===== src/rtl/ipif_bus_master.sv =====
// Single-outstanding register-access initiator for IPIF-style slaves: drives a one-hot
// CE bus cycle, waits for the matching ack (bounded by TIMEOUT), and returns status.
module ipif_bus_master #(
    parameter int unsigned NUM_REGS = 2,
    parameter int unsigned TIMEOUT  = 16
) (
    input  logic                Bus2IP_Clk,
    input  logic                Bus2IP_Reset,
    input  logic                cmd_valid,
    output logic                cmd_ready,
    input  logic                cmd_write,
    input  logic [7:0]          cmd_reg,
    input  logic [31:0]         cmd_data,
    input  logic [3:0]          cmd_be,
    output logic                rsp_valid,
    input  logic                rsp_ready,
    output logic [31:0]         rsp_data,
    output logic                rsp_error,
    output logic [31:0]         Bus2IP_Data,
    output logic [3:0]          Bus2IP_BE,
    output logic [NUM_REGS-1:0] Bus2IP_RdCE,
    output logic [NUM_REGS-1:0] Bus2IP_WrCE,
    input  logic [31:0]         IP2Bus_Data,
    input  logic                IP2Bus_RdAck,
    input  logic                IP2Bus_WrAck,
    input  logic                IP2Bus_Error
);

    localparam int unsigned CW = $clog2(TIMEOUT + 1);

    typedef enum logic [1:0] {IDLE, ACCESS, RESP} state_t;

    state_t              state;
    logic [CW-1:0]       cnt;
    logic                wr;
    logic                reg_ok;
    logic                ack;
    logic [NUM_REGS-1:0] ce_sel;

    // Register 0 maps to the CE MSB.
    always_comb begin
        reg_ok = ({24'd0, cmd_reg} < NUM_REGS);
        ce_sel = '0;
        for (int unsigned i = 0; i < NUM_REGS; i++) begin
            if ({24'd0, cmd_reg} == NUM_REGS - 1 - i) begin
                ce_sel[i] = 1'b1;
            end
        end
    end

    assign ack       = wr ? IP2Bus_WrAck : IP2Bus_RdAck;
    assign cmd_ready = (state == IDLE) && !Bus2IP_Reset;

    always_ff @(posedge Bus2IP_Clk) begin
        if (Bus2IP_Reset) begin
            state       <= IDLE;
            cnt         <= '0;
            wr          <= 1'b0;
            rsp_valid   <= 1'b0;
            rsp_data    <= '0;
            rsp_error   <= 1'b0;
            Bus2IP_Data <= '0;
            Bus2IP_BE   <= '0;
            Bus2IP_RdCE <= '0;
            Bus2IP_WrCE <= '0;
        end else begin
            case (state)
                IDLE: begin
                    if (cmd_valid) begin
                        if (reg_ok) begin
                            wr          <= cmd_write;
                            Bus2IP_Data <= cmd_write ? cmd_data : '0;
                            Bus2IP_BE   <= cmd_be;
                            if (cmd_write) begin
                                Bus2IP_WrCE <= ce_sel;
                            end else begin
                                Bus2IP_RdCE <= ce_sel;
                            end
                            cnt   <= '0;
                            state <= ACCESS;
                        end else begin
                            rsp_valid <= 1'b1;
                            rsp_error <= 1'b1;
                            rsp_data  <= '0;
                            state     <= RESP;
                        end
                    end
                end
                ACCESS: begin
                    // An ack in the final allowed cycle takes priority over the timeout.
                    if (ack) begin
                        Bus2IP_RdCE <= '0;
                        Bus2IP_WrCE <= '0;
                        rsp_valid   <= 1'b1;
                        rsp_error   <= IP2Bus_Error;
                        rsp_data    <= (!wr && !IP2Bus_Error) ? IP2Bus_Data : '0;
                        state       <= RESP;
                    end else if (cnt == CW'(TIMEOUT - 1)) begin
                        Bus2IP_RdCE <= '0;
                        Bus2IP_WrCE <= '0;
                        rsp_valid   <= 1'b1;
                        rsp_error   <= 1'b1;
                        rsp_data    <= '0;
                        state       <= RESP;
                    end else if (cnt != '1) begin
                        cnt <= cnt + 1'b1;
                    end
                end
                RESP: begin
                    if (rsp_ready) begin
                        rsp_valid <= 1'b0;
                        state     <= IDLE;
                    end
                end
                default: state <= IDLE;
            endcase
        end
    end

endmodule


===== config.mk =====
export PLATFORM = sky130hd
export DESIGN_NAME = ipif_bus_master
export DESIGN_NICKNAME = d
export VERILOG_FILES = /design/src/rtl/ipif_bus_master.sv
export SDC_FILE = /design/constraint.sdc
export NUM_CORES = 1
export LEC_CHECK = 0
export CAP_MARGIN = 0
export CORE_ASPECT_RATIO = 0.7
export CORE_MARGIN = 5
export CORE_UTILIZATION = 50
export DETAILED_ROUTE_END_ITERATION = 10
export DONT_BUFFER_PORTS = 1
export SYNTH_ARGS = -nofsm -noshare
export SYNTH_HDL_FRONTEND = slang
export SYNTH_SLANG_ARGS = --single-unit

===== constraint.sdc =====
create_clock -name Bus2IP_Clk -period 4.44 [get_ports Bus2IP_Clk]
set_input_delay 0.222 -clock Bus2IP_Clk [delete_from_list [all_inputs] [get_ports Bus2IP_Clk]]
set_output_delay 0.222 -clock Bus2IP_Clk [all_outputs]
set_load 0.02 [all_outputs]

### Word-level counts from Yosys, hierarchy flattened

Cells that the tools add are included.

| word-level totals | value |
|---|---|
| register bits | 82 |
| input port bits | 84 |
| output and inout port bits | 75 |
| word-level logic and storage cells | 83 |

| cells by class | value |
|---|---|
| $add $sub $neg | 1 |
| $lt $le $gt $ge | 1 |
| equality and inequality tests | 15 |
| multiplexer cells | 40 |
| reductions and logical operators | 16 |

Operator list:

| operator | count |
|---|---|
| 32-bit 2-to-1 mux | 6 |
| 32-bit one-hot mux with 2 select lines | 1 |
| 2-bit 2-to-1 mux | 13 |
| 5-bit 2-to-1 mux | 5 |
| 2-bit inequality test, second input constant | 9 |
| 5-bit AND reduction | 3 |
| 5-bit one-hot mux with 2 select lines | 1 |
| 1-bit 2-to-1 mux | 9 |
| 8-bit by 1-bit == test with 1-bit output, second input constant | 1 |
| 8-bit zero test | 1 |
| 8-bit by 2-bit less-than comparator with 1-bit output, second input constant | 1 |
| 2-bit one-hot mux with 2 select lines | 2 |
| 2-bit one-hot mux with 3 select lines | 1 |
| 3-bit AND reduction | 2 |
| 6-bit AND reduction | 1 |
| 5-bit by 1-bit adder with 5-bit output, second input constant | 1 |
| 5-bit by 4-bit == test with 1-bit output, second input constant | 1 |
| 5-bit inequality test, second input constant | 1 |
| 4-bit AND reduction | 1 |
| 1-bit zero test | 3 |
| 3-bit inequality test, second input constant | 1 |
| 1-bit one-hot mux with 3 select lines | 1 |
| 3-bit nonzero test | 1 |
| 2-bit by 1-bit == test with 1-bit output, second input constant | 1 |
| 5 further kinds | 6 |

### Logic depth before layout (Yosys ltp)

| logic depth | value |
|---|---|
| word-level depth | 6 |
| depth in mapped cells | 8 |

### Least setup slack after synthesis

Ideal clock, no wire load.

| timing | value |
|---|---|
| kind | register -> register |
| from | register cnt[0] |
| to | register cnt[3] |
| arrival | 1.907 ns |
| required time | 4.370 ns |
| path slack | 2.463 ns |
| stages on the path, launching flop included | 7 |
| path buffers | 0 |
| period minus slack after synthesis | 1.977 ns |
| cells stage by stage | dfxtp_1 ha_1 and3_1 ha_1 or4_4 or3_1 a21boi_1 |

| between the ends | value |
|---|---|
| cells in the longest elaborated chain, start to end | 5 |

RTL lines:

| what | line | RTL |
|---|---|---|
| start, declared | 34 | `logic [CW-1:0] cnt;` |
| start signal, assigned | 106 | `cnt <= cnt + 1'b1;` |
| 5-bit by 1-bit adder with 5-bit output | 106 |  |
| 5-bit 2-to-1 mux | 105 | `end else if (cnt != '1) begin` |
| 5-bit 2-to-1 mux | 98 | `end else if (cnt == CW'(TIMEOUT - 1)) begin` |
| 5-bit 2-to-1 mux | 91 | `if (ack) begin` |
| 5-bit one-hot mux with 2 select lines | 67 | `case (state)` |

Several ways; a longest one is shown, not always the timed one. The select of a mux whose other input is x is not followed.
A chain may end at the register's enable or synchronous reset.

### Worst setup path in the final report

| timing | value |
|---|---|
| from | register cnt[0] |
| to | register rsp_data[28] |

| between the ends | value |
|---|---|
| cells in the longest elaborated chain, start to end | 3 |

RTL lines:

| what | line | RTL |
|---|---|---|
| 5-bit by 4-bit == test with 1-bit output | 98 |  |
| 3-bit inequality test (no source line) | - |  |
| 4-bit AND reduction (no source line) | - |  |
| end signal, assigned | 96 | `rsp_data <= (!wr && !IP2Bus_Error) ? IP2Bus_Data : '0;` |
| end, declared | 17 | `output logic [31:0] rsp_data,` |

Every way passes these cells.

==> results_dict.tcl <==
set metrics [dict create \
    maxCapViolCount 0 \
    cts_setup_buffers 0 \
    end_kind "flip-flop" \
    p_int_mw 1.03 \
    wl_per_cell_um 19.5 \
    clk_pin_slew_worst_paths_ns 0.08 \
    clk-insertion-delay-late_ns 0.33 \
    antenna_found_initial 0 \
    synth.distinct_cells 35 \
    cellPowerDensity_nw_per_um2 376 \
    synth.most_common_cell "dfxtp_1" \
    diodes 0 \
    multi_input_comb_area_um2 1120 \
    synth_commonest_cells "dfxtp_1 (82), a22o_1 (64), mux2i_1 (9)" \
    grt_pass1_wl_um 10200 \
    routed_via_density 5.85 \
    grt_max_degree 35 \
    num-fill-cells 444 \
    drive_gt1_frac 0.0848 \
    drv_slew 0 \
    ys_warn_count 0 \
    worstPathArrival_ns 2.87 \
    critPathKind "flip-flop to flip-flop" \
    period_minus_slack_ns 2.60 \
    synth_top_cell_by_area "dfxtp_1" \
    num_rows 23 \
    seq_area_frac_synth 0.577 \
    cp_common_cell "ha_1" \
    overflow 0 \
    postLayoutCellArea_um2 3460 \
    placed_cell_area_um2 2880 \
    grt_pass1_vias 2057 \
    irDropWorstVdd_v 0.000269 \
    status "complete, no violations" \
    coreArea_um2 5610 \
    hp-class "primary input to flip-flop" \
    die_area_um2 7330 \
    finalSetupViolCount 0 \
    synth_area_per_cell_um2 11.7 \
    vias 2093 \
    max_slew_margin 0.108 \
    power_frac_seq 0.570 \
    worst_slack_ns 1.84 \
    gp_congestion 0.767 \
    clockRootBuffer "clkbuf_8" \
    die_w_um 100 \
    synth_area_leaders "dfxtp_1 (58%), a22o_1 (20%), mux2i_1 (3.2%)" \
    wl_um 6990 \
    tightest_slew_ns 1.34 \
    synth_top_area_frac 0.577 \
    remaining_drc_errors 0 \
    total_power_mw 1.30 \
    drtAntennaViolNets 0 \
    synthToLayoutAreaGrowth_pct 21.7 \
    synth-async-reset-ratio 0 \
    crit_fanout 32 \
    ys.flop_type "dfxtp_1" \
    rsz0062_at_grt "no" \
    ios 159 \
    ys_ff_latch 82 \
    fin_skew_ns 0.00631 \
    hold_ws_ns 0.0132 \
    place.port_buffers 0 \
    synth-edff-count 0 \
    pwr-share-clk 0.386 \
    tns_ns 0 \
    grtUsageTotal 0.176 \
    power_switching_uw 277 \
    netlist_instances 244 \
    firstDrtPassIters 4 \
    syn_area_um2 2850 \
    first_iter_violations 77 \
    cp-start-kind "flip-flop" \
    cts_made_buffers 9 \
    initial_utilization 0.507 \
    hold_viol 0 \
    max_stage_delay_ns 1.01 \
    nets 366 \
    crit_chain "ha_1 > and3_1 > ha_1 > inv_1 > a21oi_1 > a211oi_4 > a22o_1" \
    clock-sinks 82 \
    clock_path_buffers 2 \
    switching_share 0.213 \
    preCtsSetupSlack_ns 1.85 \
    synth.net_count 331 \
    comb_power_share 0.044 \
    hpwl_um 4600 \
    cts_tree "done" \
    cpMaxStageDelayCell "a211oi_4" \
    max_freq_mhz 384 \
    cp.required_ns 4.71 \
    fin_crit_sh 0.586 \
    cts_max_level 3 \
    seqCellArea_um2 1640 \
    power_leakage_nw 1.35 \
    die_h_um 73.1 \
]
## what timing repair did
action / 4_1_cts / 5_1_grt
gates resized for setup: 0 / 0
hold buffers: 27 / 13
endpoints found under the hold margin: 37 / 13
## metrics by stage
stage,instances,utilization
after floorplan,244,-
after detailed placement,303,0.513
after CTS,345,0.594
after global placement,303,0.513
final,358,0.617
after global routing,358,0.617
## path summary, 6_finish.rpt
kind,cells after the start,from,to,slack [ns]
worst min register to register,2,cnt[4],cnt[4],0.50
worst max-delay path,7,cnt[0],rsp_data[28],1.84
worst min-delay path,1,cmd_data[30],Bus2IP_Data[30],0.01
worst max register to register,7,cnt[0],rsp_data[28],1.84
## cell families after synthesis
kind of cell    after synthesis  share of synthesized area
compound gates               85                      0.247
mux                          10                     0.0369
flops                        82                      0.577
fa+ha+maj                     3                     0.0132
simple gates                 42                     0.0905
buf+inv                      22                     0.0360
## final cells by class
cell class                      count  area share
Timing Repair Buffer               41       0.118
Multi-Input combinational cell    140       0.323
Clock inverter                      5      0.0163
Clock buffer                       10      0.0368
Tap cell                           75      0.0271
Inverter                            5     0.00542
Sequential cell                    82       0.474
## power groups by stage
stage                     Combinational [mW]  Sequential [mW]  Clock, mW
after global placement                0.0249            0.760          0
after detailed placement              0.0262            0.760          0
after CTS                             0.0471            0.743      0.520
after floorplan                       0.0254            0.759          0
after global routing                  0.0616            0.743      0.558
final                                 0.0571            0.743      0.502
## per-layer routing
layer | wire (um) | global-route usage | up-vias
li1 | - | - | 986
met2 | 3370 | 0.281 | 100
met4 | 69 | 0.0688 | 0
met1 | 2880 | 0.212 | 997
met3 | 675 | 0.0764 | 10
met5 | 0 | 0 | -
## worst max-delay path, delay by kind of cell, from the launching register on
kind | cells | cell delay [ns]
AOI/OAI and AO/OA | 3 | 1.42
adders and majority gates | 2 | 0.45
DFF | 1 | 0.35
and+or+nand+nor | 1 | 0.21
buffers and inverters | 1 | 0.11
## state kept, by name (all words and copies together) (netlist names)
register,count
state,2
Bus2IP_BE,4
Bus2IP_WrCE,2
wr,1
rsp_error,1
rsp_data,32
cnt,5
Bus2IP_RdCE,2
rsp_valid,1
Bus2IP_Data,32
## cells in the final DEF (no fill, tap or decap), drive strengths merged, types with 2 or more instances in the layout
| cell | instances |
|---|---|
| dlygate4sd3 | 40 |
| o21ai | 3 |
| nand2 | 3 |
| ha | 3 |
| nand2b | 7 |
| nor3 | 4 |
| a22o | 64 |
| dfxtp | 82 |
| mux2i | 9 |
| a211oi | 4 |
| or3 | 2 |
| and3 | 2 |
| inv | 5 |
| nor2 | 6 |
| nor4 | 3 |
| or4 | 2 |
| nor3b | 2 |
| clkbuf | 10 |
| nand3 | 8 |
| nor2b | 2 |
| clkinv | 3 |
| a21oi | 7 |
(Power assumes the default switching activity.)
